## config.mk

```make
export PLATFORM = sky130hd
export DESIGN_NAME = dram_ctrl
export DESIGN_NICKNAME = d
export VERILOG_FILES = /design/src/rtl/dram_ctrl.sv
export SDC_FILE = /design/constraint.sdc
export NUM_CORES = 1
export LEC_CHECK = 0
export ABC_AREA = 1
export CORE_MARGIN = 3
export CORE_UTILIZATION = 48
export CTS_CLUSTER_SIZE = 10
export DETAILED_ROUTE_END_ITERATION = 12
export DONT_BUFFER_PORTS = 1
export SYNTH_ARGS = -nofsm -noshare
export SYNTH_HDL_FRONTEND = slang
export SYNTH_SLANG_ARGS = --single-unit
```

## constraint.sdc

```tcl
create_clock -name clk -period 4.7 [get_ports clk]
set_input_delay 1.41 -clock clk [delete_from_list [all_inputs] [get_ports clk]]
set_output_delay 1.41 -clock clk [all_outputs]
set_load 0.02 [all_outputs]
```

## src/rtl/dram_ctrl.sv

```systemverilog
// -----------------------------------------------------------------------------
// dram_ctrl
// Data-memory controller sitting between the core load/store unit, a debug /
// loader port and a single-port word DRAM (asynchronous read, synchronous
// write). Byte-addressed RV32 loads/stores are turned into word accesses;
// sub-word stores become a two-cycle read-modify-write. The single DRAM port
// is shared with the debug port, whose starvation is bounded by STARVE_LIMIT.
//
// Ports
//   clk, rst                     clock, synchronous active-high reset
//   cpu_req/we/funct3/addr/wdata core request (held until cpu_ready)
//   cpu_rdata/ready/misalign     core completion, load data, error flag
//   dbg_req/we/addr/wdata        debug word request (held until dbg_ack)
//   dbg_rdata/ack                debug completion and read data
//   mem_a/we/din, mem_spo        DRAM port
// -----------------------------------------------------------------------------
module dram_ctrl #(
   parameter int STARVE_LIMIT = 8
) (
   input  logic        clk,
   input  logic        rst,
   input  logic        cpu_req,
   input  logic        cpu_we,
   input  logic [2:0]  cpu_funct3,
   input  logic [31:0] cpu_addr,
   input  logic [31:0] cpu_wdata,
   output logic [31:0] cpu_rdata,
   output logic        cpu_ready,
   output logic        cpu_misalign,
   input  logic        dbg_req,
   input  logic        dbg_we,
   input  logic [15:0] dbg_addr,
   input  logic [31:0] dbg_wdata,
   output logic [31:0] dbg_rdata,
   output logic        dbg_ack,
   output logic [15:0] mem_a,
   output logic        mem_we,
   output logic [31:0] mem_din,
   input  logic [31:0] mem_spo
);

   localparam int CW = (STARVE_LIMIT > 1) ? $clog2(STARVE_LIMIT) : 1;
   localparam logic [CW-1:0] CNT_MAX = CW'(STARVE_LIMIT - 1);

   typedef enum logic {IDLE, RMW_WR} state_t;

   state_t        state, state_n;
   logic [CW-1:0] starve_cnt, starve_cnt_n;
   logic [31:0]   merge, merge_n;

   // Upper address bits are outside the 256 KiB data window and ignored.
   logic unused_addr_bits;
   assign unused_addr_bits = ^cpu_addr[31:18];

   // Access decode
   logic [15:0] word_idx;
   logic        is_byte, is_half, is_word, bad_code, misalign;
   logic [7:0]  ld_byte;
   logic [15:0] ld_half;
   logic [31:0] load_val, merged;

   always_comb begin
      word_idx = cpu_addr[17:2];
      is_byte  = (cpu_funct3[1:0] == 2'b00);
      is_half  = (cpu_funct3[1:0] == 2'b01);
      is_word  = (cpu_funct3 == 3'b010);
      bad_code = (cpu_funct3 == 3'b011) || (cpu_funct3 == 3'b110) || (cpu_funct3 == 3'b111);
      misalign = bad_code || (is_half && cpu_addr[0]) || (is_word && (cpu_addr[1:0] != 2'b00));

      ld_byte = mem_spo[{cpu_addr[1:0], 3'b000} +: 8];
      ld_half = cpu_addr[1] ? mem_spo[31:16] : mem_spo[15:0];
      // funct3[2] set selects zero extension (lbu/lhu).
      if (is_byte)
         load_val = {{24{~cpu_funct3[2] & ld_byte[7]}}, ld_byte};
      else if (is_half)
         load_val = {{16{~cpu_funct3[2] & ld_half[15]}}, ld_half};
      else
         load_val = mem_spo;

      // Replace the target lane of the word just read with the store data.
      merged = mem_spo;
      if (is_byte)
         merged[{cpu_addr[1:0], 3'b000} +: 8] = cpu_wdata[7:0];
      else
         merged[{cpu_addr[1], 4'b0000} +: 16] = cpu_wdata[15:0];
   end

   // Next state and combinational outputs
   always_comb begin
      // NOTE: every output and next-state variable is given a default before
      // any branch so no path leaves one unassigned, which would infer a latch.
      state_n      = state;
      merge_n      = merge;
      cpu_rdata    = '0;
      cpu_ready    = 1'b0;
      cpu_misalign = 1'b0;
      dbg_rdata    = '0;
      dbg_ack      = 1'b0;
      mem_a        = '0;
      mem_we       = 1'b0;
      mem_din      = '0;

      // Outputs are forced low during reset so an RMW write is aborted too.
      if (!rst) begin
         unique case (state)
            IDLE: begin
               if (dbg_req && (!cpu_req || starve_cnt == CNT_MAX)) begin
                  mem_a     = dbg_addr;
                  mem_we    = dbg_we;
                  mem_din   = dbg_wdata;
                  dbg_rdata = mem_spo;
                  dbg_ack   = 1'b1;
               end else if (cpu_req) begin
                  if (misalign) begin
                     cpu_ready    = 1'b1;
                     cpu_misalign = 1'b1;
                  end else if (!cpu_we) begin
                     mem_a     = word_idx;
                     cpu_rdata = load_val;
                     cpu_ready = 1'b1;
                  end else if (is_word) begin
                     mem_a     = word_idx;
                     mem_we    = 1'b1;
                     mem_din   = cpu_wdata;
                     cpu_ready = 1'b1;
                  end else begin
                     // Sub-word store: read cycle, merge captured from mem_spo
                     // while mem_we is low.
                     mem_a   = word_idx;
                     merge_n = merged;
                     state_n = RMW_WR;
                  end
               end
            end
            RMW_WR: begin
               // The core holds its request stable, so cpu_addr still names
               // the word read in the previous cycle.
               mem_a     = word_idx;
               mem_we    = 1'b1;
               mem_din   = merge;
               cpu_ready = 1'b1;
               state_n   = IDLE;
            end
            default: state_n = IDLE;
         endcase
      end
   end

   // Starvation counter: counts cycles a debug request waits, saturating.
   always_comb begin
      starve_cnt_n = starve_cnt;
      if (!dbg_req || dbg_ack)
         starve_cnt_n = '0;
      else if (starve_cnt != CNT_MAX)
         starve_cnt_n = starve_cnt + 1'b1;
   end

   // NOTE: sequential state uses non-blocking assignments so every register
   // samples the pre-edge values regardless of statement order.
   always_ff @(posedge clk) begin
      if (rst) begin
         state      <= IDLE;
         starve_cnt <= '0;
         merge      <= '0;
      end else begin
         state      <= state_n;
         starve_cnt <= starve_cnt_n;
         merge      <= merge_n;
      end
   end

endmodule

```

==> impl_metrics.ini <==
[yosys]
syn_nets = 1215
yosys_warnings = 0
post_synth_instance_area_um2 = 5140
syn_inst = 1055
synth_top_family_by_area = simple AND/OR/NAND/NOR gates
ys_types = 28
ys_seq_area_share_pct = 14.0
avgSynthCellArea_um2 = 4.87
yosys-mux-area-fraction_pct = 0
synth_compound_area_share_pct = 18.1
synthSimpleGateAreaFrac_pct = 51.1
synth-seq-cells = 36
synth_xor_area_share_pct = 0.170
synth_fa_ha_area_share_pct = 1.70

[route]
drtIter0Drc = 758
vias = 6761
routed_wl_um = 19000
wl_met1_um = 7520
top_layer = met4
avgViaCountPerCell = 5.37
drc = 0
avgRoutedWirePerCell_um = 15.1
drt_pass1_iterations = 5
ant_nets = 0
wl_met2_um = 9290
met3_length_um = 1870

[finish]
multi_input_area_um2 = 3660
diodes = 0
layout-drive-gt1-share_pct = 14.1
area_growth_pct = 18.4
fill_cells = 1143
layout_common_cells = nand2_1, nor2_1, buf_4, inv_1, o21ai_0
final_common_cell = nand2_1
stdcell_count = 1260
regArea_um2 = 721
nNetsFinal = 1283
utilization_pct = 58.7

[sta]
hold_viol = 0
tightest_slew_ns = 0.824
rsz0062_at_grt = false
finalSetupViolCount = 0
worst_slack_ns = 0.395
fin_crit_ns = 4.31
drv_slew = 0
max_clock_freq_mhz = 232
period_share_pct = 91.6
slew_headroom_pct = 45.0
tns_ns = 0
fin_skew_ns = 0.0118

[global_routing]
grt_pass1_vias = 5667
grt_pass1_wl_um = 28500
grt_use_total_pct = 29.9
antenna_found_initial = 0
grt.overflow.total = 0
grt_max_degree = 64

[placed_design]
dp_slack_ns = 0.411
gp_congestion = 0.935
dpl.hpwl_um = 14200
placedCellCount = 1252
portBuffers = 0

[worst_setup_path]
critPathCapture = cpu_rdata[8]
reg2reg_depth = 8
cp.buffers_inverters = 4
slowest_delay_ns = 0.36
ff2ff_setup_slack_ns = 1.86
cp-startpoint = cpu_addr[0]
cp.required_ns = 3.29
crit_family = simple AND/OR/NAND/NOR gates
worst_path_most_repeated_cell = nand2_1
startpoint_type = input pin
slowest_stage = nor2_4
critPathMaxFanout = 29
critPathKind = in -> out
r2r-end = merge[16]
r2r_start = starve_cnt[0]
end_kind = output port
cp_cell_sequence = inv_1 -> ha_1 -> inv_2 -> nand2_1 -> nand2_1 -> nand2_1 -> inv_1 -> nor2_4 -> nand2_4 -> a21oi_1 -> buf_4
worst-path-stages = 11
worstPathArrival_ns = 2.90

[clock_network]
h-tree-depth = 2
clock-sinks = 36
postCtsSetupRepairBufs = 0
insertion_delay_ns = 0.30
cts_resized = 0
cts.clk_slew.worst_paths_ns = 0.08
cts_root_buffer = clkbuf_8
clockBufferDepth = 2
cts_hold_buf = 0
cts_tree = yes
cts-buffers-inserted = 5

[power]
peakVddDrop_mv = 0.107
pwr_density_cell_nw_per_um2 = 157
p_leak_nw = 3.26
p_int_mw = 0.562
power_switching_mw = 0.396
power.total_mw = 0.958
swShare_pct = 41.4
p_seq_share_pct = 34.0
pwr-share-clk_pct = 23.5
comb_power_share_pct = 42.5

[floorplan]
die_w_um = 109
fp.dieH_um = 109
core_area_um2 = 10400
initial_core_util_pct = 49.6
io_pins = 269
rows = 37
dieArea_um2 = 12000

[run]
maxCapViolCount = 0

[min_path]
min_path_type = reg -> reg
min_from = starve_cnt[2]

[outcome]
status = complete, no violations
==> power groups by stage <==
stage | clock [mW] | combinational, mW | sequential, mW
finish | 0.226 | 0.407 | 0.326
CTS | 0.230 | 0.405 | 0.326
global placement | 0 | 0.402 | 0.333
global route | 0.244 | 0.456 | 0.328
detailed placement | 0 | 0.404 | 0.333
floorplan | 0 | 0.304 | 0.331
==> state kept, by name, indices dropped and copies added (netlist names) <==
signal      cells
starve_cnt      3
merge          32
state           1
==> cell type report <==
type / count / area share [%]
Clock buffer: 5 / 1.13
Clock inverter: 3 / 0.308
Inverter: 119 / 7.34
Multi-Input combinational cell: 829 / 60.1
Sequential cell: 36 / 11.8
Tap cell: 136 / 2.79
Timing Repair Buffer: 132 / 16.5
==> cell usage after synthesis <==
cell / n / area (um2)
nand2_1: 315 / 1180
buf_6: 1 / 11.3
inv_2: 6 / 22.5
nand2_4: 1 / 11.3
nand3_1: 67 / 335
nand3b_1: 1 / 7.51
nor3_1: 1 / 5.00
ha_1: 7 / 87.6
clkbuf_1: 28 / 105
inv_1: 113 / 424
xor2_1: 1 / 8.76
o21ai_1: 4 / 20.0
o211ai_1: 8 / 60.1
nand4_1: 36 / 225
nor2_1: 218 / 818
buf_2: 34 / 170
buf_4: 1 / 7.51
buf_1: 7 / 26.3
a21oi_2: 1 / 8.76
o21ai_2: 1 / 8.76
a31oi_1: 1 / 6.26
a21oi_1: 78 / 390
nor2_2: 2 / 12.5
nand3_2: 2 / 20.0
nor2_4: 1 / 11.3
a21boi_4: 1 / 18.8
o21ai_0: 83 / 415
dfxtp_1: 36 / 721
==> worst min-delay path by stage <==
stage | endpoint | slack (ns) | cells past startpoint
CTS | starve_cnt[2] | 0.48 | 2
detailed placement | starve_cnt[2] | 0.46 | 2
global route | starve_cnt[2] | 0.51 | 2
floorplan | starve_cnt[1] | 0.45 | 2
finish | starve_cnt[2] | 0.47 | 2
global placement | starve_cnt[1] | 0.46 | 2
==> through the flow <==
stage                     instance area, um2  hold WS [ns]
after floorplan                         5150         0.449
after global placement                  6000         0.459
after detailed placement                6000         0.464
after CTS                               6090         0.476
after global routing                    6090         0.512
final                                   6090         0.474
==> kinds of logic after synthesis <==
logic type	after synthesis
simple gates	644
fa+ha+maj	7
buf+inv	190
xor+xnor	1
flops	36
compound gates	177
==> worst min-delay path, stage by stage (launching register included) <==
cell and delay, ns:
dfxtp_1 0.32, nand2_1 0.06, a21oi_1 0.05
==> per-layer routing <==
layer,up-vias,global-route usage (%)
li1,3454,-
met4,0,7.66
met2,319,53.1
met3,26,5.99
met1,2962,36.8
met5,-,0
(Power assumes the default switching activity.)
